===== src/rtl/dsp_ar_channel_pkg.sv =====
// Shared AXI4 interconnect widths and the layout of the read-order tracking entry.
package dsp_ar_channel_pkg;

   localparam int LEN_W   = 8;
   localparam int BURST_W = 2;
   localparam int SIZE_W  = 3;

   typedef enum logic [1:0] {
      AXI_BURST_FIXED = 2'b00,
      AXI_BURST_INCR  = 2'b01,
      AXI_BURST_WRAP  = 2'b10
   } axi_burst_e;

   // Order entry is {slave index, ARLEN}; slave index sits in the upper bits.
   function automatic int order_entry_w(input int slv_id_w, input int len_w);
      return slv_id_w + len_w;
   endfunction

endpackage


===== src/rtl/dsp_ar_channel_fifo.sv =====
// Small synchronous first-word-fall-through FIFO; head data is valid whenever empty is low.
module dsp_ar_channel_fifo #(
   parameter int DATA_WIDTH = 9,
   parameter int FIFO_DEPTH = 4
) (
   input  logic                  clk_sys,
   input  logic                  rst_b,
   input  logic                  wr_en,
   input  logic [DATA_WIDTH-1:0] wr_data,
   input  logic                  rd_en,
   output logic [DATA_WIDTH-1:0] rd_data,
   output logic                  full,
   output logic                  empty
);

   localparam int PTR_W = (FIFO_DEPTH > 1) ? $clog2(FIFO_DEPTH) : 1;
   localparam int CNT_W = $clog2(FIFO_DEPTH + 1);

   logic [DATA_WIDTH-1:0] mem_q [FIFO_DEPTH];
   logic [DATA_WIDTH-1:0] mem_d [FIFO_DEPTH];
   logic [PTR_W-1:0]      wr_ptr_q, wr_ptr_d;
   logic [PTR_W-1:0]      rd_ptr_q, rd_ptr_d;
   logic [CNT_W-1:0]      cnt_q, cnt_d;
   logic                  do_wr;
   logic                  do_rd;

   // Explicit wrap keeps non-power-of-two depths in range.
   function automatic logic [PTR_W-1:0] ptr_inc(input logic [PTR_W-1:0] p);
      return (p == PTR_W'(FIFO_DEPTH - 1)) ? '0 : p + PTR_W'(1);
   endfunction

   assign full    = (cnt_q == CNT_W'(FIFO_DEPTH));
   assign empty   = (cnt_q == '0);
   assign do_wr   = wr_en & ~full;
   assign do_rd   = rd_en & ~empty;
   assign rd_data = mem_q[rd_ptr_q];

   always_comb begin
      mem_d    = mem_q;
      wr_ptr_d = wr_ptr_q;
      rd_ptr_d = rd_ptr_q;
      cnt_d    = cnt_q;
      if (do_wr) begin
         mem_d[wr_ptr_q] = wr_data;
         wr_ptr_d        = ptr_inc(wr_ptr_q);
      end
      if (do_rd) begin
         rd_ptr_d = ptr_inc(rd_ptr_q);
      end
      case ({do_wr, do_rd})
         2'b10:   cnt_d = cnt_q + CNT_W'(1);
         2'b01:   cnt_d = cnt_q - CNT_W'(1);
         default: cnt_d = cnt_q;
      endcase
   end

   always_ff @(posedge clk_sys) begin
      if (!rst_b) begin
         for (int i = 0; i < FIFO_DEPTH; i++) begin
            mem_q[i] <= '0;
         end
         wr_ptr_q <= '0;
         rd_ptr_q <= '0;
         cnt_q    <= '0;
      end else begin
         mem_q    <= mem_d;
         wr_ptr_q <= wr_ptr_d;
         rd_ptr_q <= rd_ptr_d;
         cnt_q    <= cnt_d;
      end
   end

endmodule


===== src/rtl/dsp_ar_channel.sv =====
// Per-master AR dispatcher: decodes the target slave, registers the request toward it, and
// tracks outstanding bursts in order so the RDATA dispatcher knows which slave to listen to.
module dsp_ar_channel
   import dsp_ar_channel_pkg::*;
#(
   parameter int SLV_AMT            = 2,
   parameter int ADDR_WIDTH         = 32,
   parameter int TRANS_MST_ID_W     = 5,
   parameter int TRANS_BURST_W      = BURST_W,
   parameter int TRANS_DATA_LEN_W   = LEN_W,
   parameter int TRANS_DATA_SIZE_W  = SIZE_W,
   parameter int SLV_ID_W           = $clog2(SLV_AMT),
   parameter int DSP_AR_ORDER_DEPTH = 4
) (
   input  logic                         ACLK_i,
   input  logic                         ARESETn_i,
   input  logic [TRANS_MST_ID_W-1:0]    m_ARID_i,
   input  logic [ADDR_WIDTH-1:0]        m_ARADDR_i,
   input  logic [TRANS_BURST_W-1:0]     m_ARBURST_i,
   input  logic [TRANS_DATA_LEN_W-1:0]  m_ARLEN_i,
   input  logic [TRANS_DATA_SIZE_W-1:0] m_ARSIZE_i,
   input  logic                         m_ARVALID_i,
   output logic                         m_ARREADY_o,
   output logic [TRANS_MST_ID_W-1:0]    sa_ARID_o,
   output logic [ADDR_WIDTH-1:0]        sa_ARADDR_o,
   output logic [TRANS_BURST_W-1:0]     sa_ARBURST_o,
   output logic [TRANS_DATA_LEN_W-1:0]  sa_ARLEN_o,
   output logic [TRANS_DATA_SIZE_W-1:0] sa_ARSIZE_o,
   output logic [SLV_AMT-1:0]           sa_ARVALID_o,
   input  logic [SLV_AMT-1:0]           sa_ARREADY_i,
   input  logic                         dsp_RVALID_q1_i,
   input  logic                         dsp_RREADY_q1_i,
   output logic [SLV_ID_W-1:0]          dsp_AR_slv_id_o,
   output logic                         dsp_AR_disable_o
);

   localparam int ENTRY_W = order_entry_w(SLV_ID_W, TRANS_DATA_LEN_W);

   logic [SLV_ID_W-1:0]          slv_id;
   logic                         hold_vld;
   logic                         sa_hs;
   logic                         m_hs;
   logic                         r_hs;
   logic                         ar_ready;
   logic                         order_full;
   logic                         order_empty;
   logic                         order_pop;
   logic [ENTRY_W-1:0]           order_head;
   logic [SLV_ID_W-1:0]          head_slv;
   logic [TRANS_DATA_LEN_W-1:0]  head_len;

   logic [SLV_AMT-1:0]           hold_oh_q, hold_oh_d;
   logic [TRANS_MST_ID_W-1:0]    id_q, id_d;
   logic [ADDR_WIDTH-1:0]        addr_q, addr_d;
   logic [TRANS_BURST_W-1:0]     burst_q, burst_d;
   logic [TRANS_DATA_LEN_W-1:0]  len_q, len_d;
   logic [TRANS_DATA_SIZE_W-1:0] size_q, size_d;
   logic [TRANS_DATA_LEN_W-1:0]  cnt_q, cnt_d;

   assign slv_id   = m_ARADDR_i[ADDR_WIDTH-1 -: SLV_ID_W];
   assign hold_vld = |hold_oh_q;
   assign sa_hs    = |(hold_oh_q & sa_ARREADY_i);
   // The holding slot can refill in the same cycle the slave takes it; a full order queue
   // blocks acceptance so no tracking entry is ever dropped.
   assign ar_ready = ARESETn_i & (~hold_vld | sa_hs) & ~order_full;
   assign m_hs     = m_ARVALID_i & ar_ready;

   always_comb begin
      hold_oh_d = hold_oh_q;
      id_d      = id_q;
      addr_d    = addr_q;
      burst_d   = burst_q;
      len_d     = len_q;
      size_d    = size_q;
      if (m_hs) begin
         for (int i = 0; i < SLV_AMT; i++) begin
            hold_oh_d[i] = (slv_id == SLV_ID_W'(i));
         end
         id_d    = m_ARID_i;
         addr_d  = m_ARADDR_i;
         burst_d = m_ARBURST_i;
         len_d   = m_ARLEN_i;
         size_d  = m_ARSIZE_i;
      end else if (sa_hs) begin
         hold_oh_d = '0;
      end
   end

   dsp_ar_channel_fifo #(
      .DATA_WIDTH (ENTRY_W),
      .FIFO_DEPTH (DSP_AR_ORDER_DEPTH)
   ) u_order_fifo (
      .clk_sys (ACLK_i),
      .rst_b   (ARESETn_i),
      .wr_en   (m_hs),
      .wr_data ({slv_id, m_ARLEN_i}),
      .rd_en   (order_pop),
      .rd_data (order_head),
      .full    (order_full),
      .empty   (order_empty)
   );

   assign head_slv = order_head[ENTRY_W-1 -: SLV_ID_W];
   assign head_len = order_head[TRANS_DATA_LEN_W-1:0];

   // Beats are only counted against a burst already at the head of the queue.
   assign r_hs      = dsp_RVALID_q1_i & dsp_RREADY_q1_i & ~order_empty;
   assign order_pop = r_hs & (cnt_q == head_len);

   always_comb begin
      cnt_d = cnt_q;
      if (order_pop) begin
         cnt_d = '0;
      end else if (r_hs) begin
         cnt_d = cnt_q + TRANS_DATA_LEN_W'(1);
      end
   end

   always_ff @(posedge ACLK_i) begin
      if (!ARESETn_i) begin
         hold_oh_q <= '0;
         id_q      <= '0;
         addr_q    <= '0;
         burst_q   <= '0;
         len_q     <= '0;
         size_q    <= '0;
         cnt_q     <= '0;
      end else begin
         hold_oh_q <= hold_oh_d;
         id_q      <= id_d;
         addr_q    <= addr_d;
         burst_q   <= burst_d;
         len_q     <= len_d;
         size_q    <= size_d;
         cnt_q     <= cnt_d;
      end
   end

   assign m_ARREADY_o      = ar_ready;
   assign sa_ARVALID_o     = hold_oh_q;
   assign sa_ARID_o        = id_q;
   assign sa_ARADDR_o      = addr_q;
   assign sa_ARBURST_o     = burst_q;
   assign sa_ARLEN_o       = len_q;
   assign sa_ARSIZE_o      = size_q;
   assign dsp_AR_disable_o = order_empty;
   assign dsp_AR_slv_id_o  = order_empty ? '0 : head_slv;

endmodule


===== config.mk =====
export PLATFORM = sky130hd
export DESIGN_NAME = dsp_ar_channel
export DESIGN_NICKNAME = d
export VERILOG_FILES = /design/src/rtl/dsp_ar_channel_pkg.sv /design/src/rtl/dsp_ar_channel_fifo.sv /design/src/rtl/dsp_ar_channel.sv
export SDC_FILE = /design/constraint.sdc
export NUM_CORES = 1
export LEC_CHECK = 0
export BUFFER_PORTS_ARGS = -buffer_cell sky130_fd_sc_hd__buf_2
export CAP_MARGIN = 20
export CORE_ASPECT_RATIO = 1.25
export CORE_MARGIN = 2
export CORE_UTILIZATION = 47
export CTS_CLUSTER_DIAMETER = 60
export DETAILED_ROUTE_END_ITERATION = 12
export GPL_ROUTABILITY_DRIVEN = 0
export HOLD_SLACK_MARGIN = 0.08
export PLACE_DENSITY = 0.78
export SYNTH_ARGS = -nofsm -noshare
export SYNTH_HDL_FRONTEND = slang
export SYNTH_SLANG_ARGS = --single-unit
export TNS_END_PERCENT = 50

===== constraint.sdc =====
create_clock -name ACLK_i -period 2.9 [get_ports ACLK_i]
set_input_delay 0.29 -clock ACLK_i [delete_from_list [all_inputs] [get_ports ACLK_i]]
set_output_delay 0.29 -clock ACLK_i [all_outputs]
set_load 0.02 [all_outputs]

# Yosys cells after proc, flatten, opt, wreduce, memory -nomap -nowiden
# Cells that the tools add are included.
dict set report totals {
  register_bits 103
  input_bits 57
  output_inout_bits 55
  elab_cells 64
}
dict set report classes {
  add_sub_neg 5
  n_lt_le_gt_ge 3
  eq_ne 6
  n_mux 12
  n_bitwise 17
  n_reduce_logical 7
}
# op n
set op_table {}
lappend op_table {{$bwmux W36} 1}
lappend op_table {{$mux W9} 3}
lappend op_table {{$bmux W9 S2} 1}
lappend op_table {{$demux W9 S2} 1}
lappend op_table {{$add A8 B1 Y8 const B} 1}
lappend op_table {{$and A1 B1 Y1} 8}
lappend op_table {{$eq A8 B8 Y1} 1}
lappend op_table {{$mux W2} 4}
lappend op_table {{$eq A2 B2 Y1 const B} 3}
lappend op_table {{$ge A3 B3 Y1 const B} 2}
lappend op_table {{$not A2 Y3} 2}
lappend op_table {{$pmux W3 S2} 1}
lappend op_table {{$reduce_or A2 Y1} 3}
lappend op_table {{$not A1 Y1} 5}
lappend op_table {{$add A2 B1 Y2 const B} 2}
lappend op_table {{$reduce_bool A2 Y1} 2}
lappend op_table {{$add A3 B1 Y3 const B} 1}
lappend op_table {{$eq A3 B3 Y1 const B} 1}
lappend op_table {{$logic_not A3 Y1} 1}
lappend op_table {{$lt A3 B1 Y1 const B} 1}
lappend op_table {{$sub A3 B1 Y3 const B} 1}
lappend op_table {{$and A2 B2 Y2} 1}
lappend op_table {{$eq A2 B1 Y1 const B} 1}
lappend op_table {{$logic_and A1 B1 Y1} 1}
lappend op_table {{2 further kinds} 2}

# Logic depth before layout (Yosys ltp)
dict set report logic_depth {
  word_depth 9
  mapped_depth 13
  depth_no_buf 11
}

# By module
# Synthesis repeated with hierarchy kept, for this count alone.
dict set report unflattened {
  hier_cells 475
  area_unflattened_um2 4421.7
}
# module n_inst cells_each area_each_um2 seq_area_each_um2
set modules_own_cells {}
lappend modules_own_cells {dsp_ar_channel 1 283 2419.8 1201.2}
lappend modules_own_cells {dsp_ar_channel_fifo 1 192 2001.9 860.8}

# Worst setup path before layout
# Ideal clock, no wire load.
dict set report synth_path {
  path_type {reg-to-reg}
  startpoint {reg u_order_fifo.rd_ptr_q[1]}
  endpoint {reg u_order_fifo.cnt_q[2]}
  setup_ps 70
  t_arrival_ps 3134
  t_required_ps 2830
  slack_ps -305
  path_stages_with_launch 14
  n_path_buf 2
  synth_period_minus_slack_ps 3205
  path_cell_list {dfxtp_1 > buf_6 > buf_2 > mux2i_1 > xor2_1 > nand2_1 > or4b_2 > a211oi_1 > ha_1 > inv_1 > fa_1 > xor2_1 > or3_1 > a21oi_1}
}
dict set report synth_via {
  elab_chain_cells 9
  word_cells_on_any_way 11
  classes_between {eq/ne (3); mux (4); bitwise (3); reduce/logical (1)}
}
# element line
set synth_rtl {}
lappend synth_rtl {{start: declaration} dsp_ar_channel_fifo.sv:22} ;# logic [PTR_W-1:0] rd_ptr_q, rd_ptr_d;
lappend synth_rtl {{start signal: assignment} dsp_ar_channel_fifo.sv:68} ;# rd_ptr_q <= rd_ptr_d;
lappend synth_rtl {{$not A2 Y3 (not written as such) (*)} dsp_ar_channel_fifo.sv:36} ;# assign rd_data = mem_q[rd_ptr_q];
lappend synth_rtl {{$bmux W9 S2 (*)} dsp_ar_channel_fifo.sv:36}
lappend synth_rtl {{$mux W9 (not written as such) (*) (2 in a row)} dsp_ar_channel_fifo.sv:36}
lappend synth_rtl {{$eq A8 B8 Y1 (*)} dsp_ar_channel.sv:108} ;# assign order_pop = r_hs & (cnt_q == head_len);
lappend synth_rtl {{$and A1 B1 Y1 (*)} dsp_ar_channel.sv:108}
lappend synth_rtl {{$and A1 B1 Y1 (*)} dsp_ar_channel_fifo.sv:35} ;# assign do_rd = rd_en & ~empty;
lappend synth_rtl {{named net u_order_fifo.do_rd} dsp_ar_channel_fifo.sv:25} ;# logic do_rd;
lappend synth_rtl {{$eq A2 B1 Y1 / $eq A2 B2 Y1 (equally long branches)} dsp_ar_channel_fifo.sv:50} ;# case ({do_wr, do_rd})
lappend synth_rtl {{$pmux W3 S2 / $reduce_bool A2 Y1 (equally long branches)} --}
lappend synth_rtl {{end signal: assignment} dsp_ar_channel_fifo.sv:69} ;# cnt_q <= cnt_d;
lappend synth_rtl {{end: declaration} dsp_ar_channel_fifo.sv:23} ;# logic [CNT_W-1:0] cnt_q, cnt_d;
# The timed path passes the listed nets; every way through them passes the cells marked *. The select of a mux whose other input is x is not followed.
# A chain may end at the register's enable or synchronous reset.

# Worst setup path after layout
dict set report layout_path {
  startpoint {reg u_order_fifo.rd_ptr_q[0]}
  endpoint {reg u_order_fifo.cnt_q[2]}
}
# Same word-level chain as after synthesis.

==> impl_metrics.yaml <==
run:
  cap_violations: 0
status:
  status: "finished with violations"
  failed_checks: "setup timing"
hold_path:
  hold_class: "primary input to register"
pwr:
  p_leak_nw: 2.07
  p_per_area_nw_per_um2: 543
  vdd_drop_max_uv: 345
logic_synthesis:
  synth.avg_cell_area_sq_um: 8.16
  synth-xor-area-share_pct: 4.17
  syn_inst: 515
  syn_nets: 580
  synthAdderAreaFrac_pct: 2.56
  synth_largest_area_cell: "dfxtp_1"
  synth-seq-cells: 103
  yosysMostFrequentCell: "nand2_1"
  ys.warnings.count: 0
  yosysSeqAreaShare_pct: 49.1
  synth_mux_area_share_pct: 4.82
  synth_top_family_by_area: "simple AND/OR/NAND/NOR gates"
  synth_compound_area_share_pct: 13.2
  synth-edff-count: 0
  synth-simple-area-share_pct: 21.8
  synth.area.top_cells: "dfxtp_1, nand2_1, a21oi_1"
  ys_types: 34
  synth_top_area_share_pct: 49.1
  async_reset_ff_share_pct: 0
  synthTopCellsByCount: "nand2_1, dfxtp_1, a21oi_1, nand3_1, clkbuf_1"
  syn_area_sq_um: 4200
  synth_ff_type: "dfxtp_1"
worst_setup_path:
  arrival_ns: 3.30
  crit_type: "register to register"
  crit_chain: "mux4_2, xnor2_1, nand2_1, or3_4, a211oi_2, ha_2, inv_2, fa_2, xor2_1, or3_1, a21oi_1"
  worst_setup_path_end_kind: "register"
  critPathSlowestCell: "mux4_2"
  worstPathRequired_ns: 3.18
  cp_max_fo: 3
  crit_path_start_kind: "register"
  slowest_delay_ns: 0.52
layout:
  multi_input_area_sq_um: 1990
  area_delta_synth_final_pct: 22.3
  design_area_sq_um: 5140
  diodes: 0
  fin_nets: 684
  regArea_sq_um: 2070
  n_fill_cell: 766
  drive_above_1_share_pct: 25.6
floorplan:
  ioPinCount: 112
  core_sq_um: 8700
  dieArea_sq_um: 9720
  die_w_um: 88.6
  core.rowCount: 38
  initial_core_util_pct: 48.3
  die_y_um: 110
global_routing:
  antenna_found_initial: 0
  grt.total_usage_pct: 21.4
  grt_pass1_vias: 3563
  grt_max_degree: 95
  grt_pass1_wl_um: 16400
  overflow: 0
placed_design:
  numPortBuffers: 111
  placement.cell_area_sq_um: 4890
  dpl.hpwl_um: 7000
cts:
  numCtsBuffers: 9
  clk_pin_slew_ns: 0.10
  cts_tree: "built"
  cts_root_buf: "clkbuf_8"
  cts_htree_levels: 3
  clk_latency_ns: 0.36
  clk_path_buf_depth: 2
  tritoncts_num_sinks: 103
  cts_hold_buf: 0
sta:
  rsz0062_at_grt: "yes"
  skew_ns: 0.00731
  setup-violations-final: 1
  tns_ns: -0.122
  tightest_slew_ns: 0.947
  period_needed_ns: 3.02
  timing.fmax_mhz: 331
  hold_viol_final: 0
  min_period_over_period_pct: 104
  worst_slack_ns: -0.122
  drv_slew: 0
  slew_headroom_pct: 36.9
route:
  drt_pass1_iterations: 5
  vias_per_cell: 5.21
  wl_um: 10100
  vias: 3873
  first_iter_violations: 230
  wire_per_inst_um: 13.6
  drcViolationCount: 0
  ant_nets: 0
## kinds of logic (layout without fill, tap and decap cells)
group	count (synthesis)	count (layout)
compound gates	106	106
xor+xnor	20	20
fa+ha+maj	8	8
buf+inv	44	153
flops	103	103
mux	14	14
simple gates	220	220
## state kept, by name, summed over array words and instances, names as in the netlist
name,count
cnt_q,8
u_order_fifo.rd_ptr_q,2
sa_ARLEN_o,8
sa_ARADDR_o,32
u_order_fifo.cnt_q,3
u_order_fifo.wr_ptr_q,2
sa_ARSIZE_o,3
sa_ARVALID_o,2
sa_ARBURST_o,2
u_order_fifo.mem_q,36
sa_ARID_o,5
## where the power goes
part	internal, mW	total (mW)	switching [mW]
clock network	0.480	0.950	0.470
registers	1.46	1.49	0.0299
logic	0.125	0.349	0.223
## metrics by stage
step                      utilization (%)  total power, mW  cells  setup slack (ns)  hold slack [ns]
final                                59.1             2.79    744            -0.122            0.157
after floorplan                         -             1.74    515            0.0522            0.407
after global routing                 59.1             2.91    744            -0.280            0.145
after detailed placement             56.2             1.87    725            -0.119            0.443
after global placement               56.2             1.86    725            0.0148            0.439
after CTS                            58.8             2.81    741           -0.0611            0.141
## area by class of cell
| class | instances | area share [%] |
|---|---|---|
| tap | 120 | 2.92 |
| clock inverter | 7 | 1.70 |
| multi-input combinational | 368 | 38.7 |
| inverter | 11 | 0.803 |
| clock buffer | 9 | 2.41 |
| sequential | 103 | 40.3 |
| timing repair buffer | 126 | 13.2 |
## worst paths after layout
kind | cells past startpoint | from | end | slack (ns)
hold / removal | 3 | m_ARADDR_i[9] | sa_ARADDR_o[9] | 0.16
hold reg to reg | 2 | sa_ARLEN_o[6] | sa_ARLEN_o[6] | 0.46
setup / recovery | 11 | u_order_fifo.rd_ptr_q[0] | u_order_fifo.cnt_q[2] | -0.12
setup reg to reg | 11 | u_order_fifo.rd_ptr_q[0] | u_order_fifo.cnt_q[2] | -0.12
## worst max-delay path: cells and delay by family (launching register included)
family,cells,cell delay (ns)
compound gates,2,0.35
xor+xnor,2,0.35
fa+ha+maj,2,0.54
buf+inv,1,0.04
flops,1,0.38
mux,1,0.52
simple gates,3,0.75
## per-layer routing
layer / up-vias / track usage [%] / routed length (um)
met3: 11 / 4.95 / 509
li1: 1919 / - / -
met4: 0 / 8.77 / 124
met2: 109 / 36.3 / 5270
met5: - / 0 / 0
met1: 1834 / 25.9 / 4180
## cell usage in the layout, fill, tap and decap left out, drive strengths merged, types with 2 or more instances in the layout
master / instances
a21oi: 94
nor3: 2
a211oi: 3
nand4: 3
mux2i: 9
nand2: 152
inv: 11
xnor2: 8
or3: 4
dfxtp: 103
bufinv: 2
nand3: 37
ha: 7
clkinv: 4
mux4: 5
clkbuf: 9
nor2: 16
xor2: 12
o21ai: 4
buf: 126
## timing repair
action / in CTS / in global routing
endpoints found under the setup margin: 1 / 2
endpoints found under the hold margin: 0 / 0
resized for setup: 4 / 1
setup buffers: 0 / 3
Power figures use the tool's default switching activity.
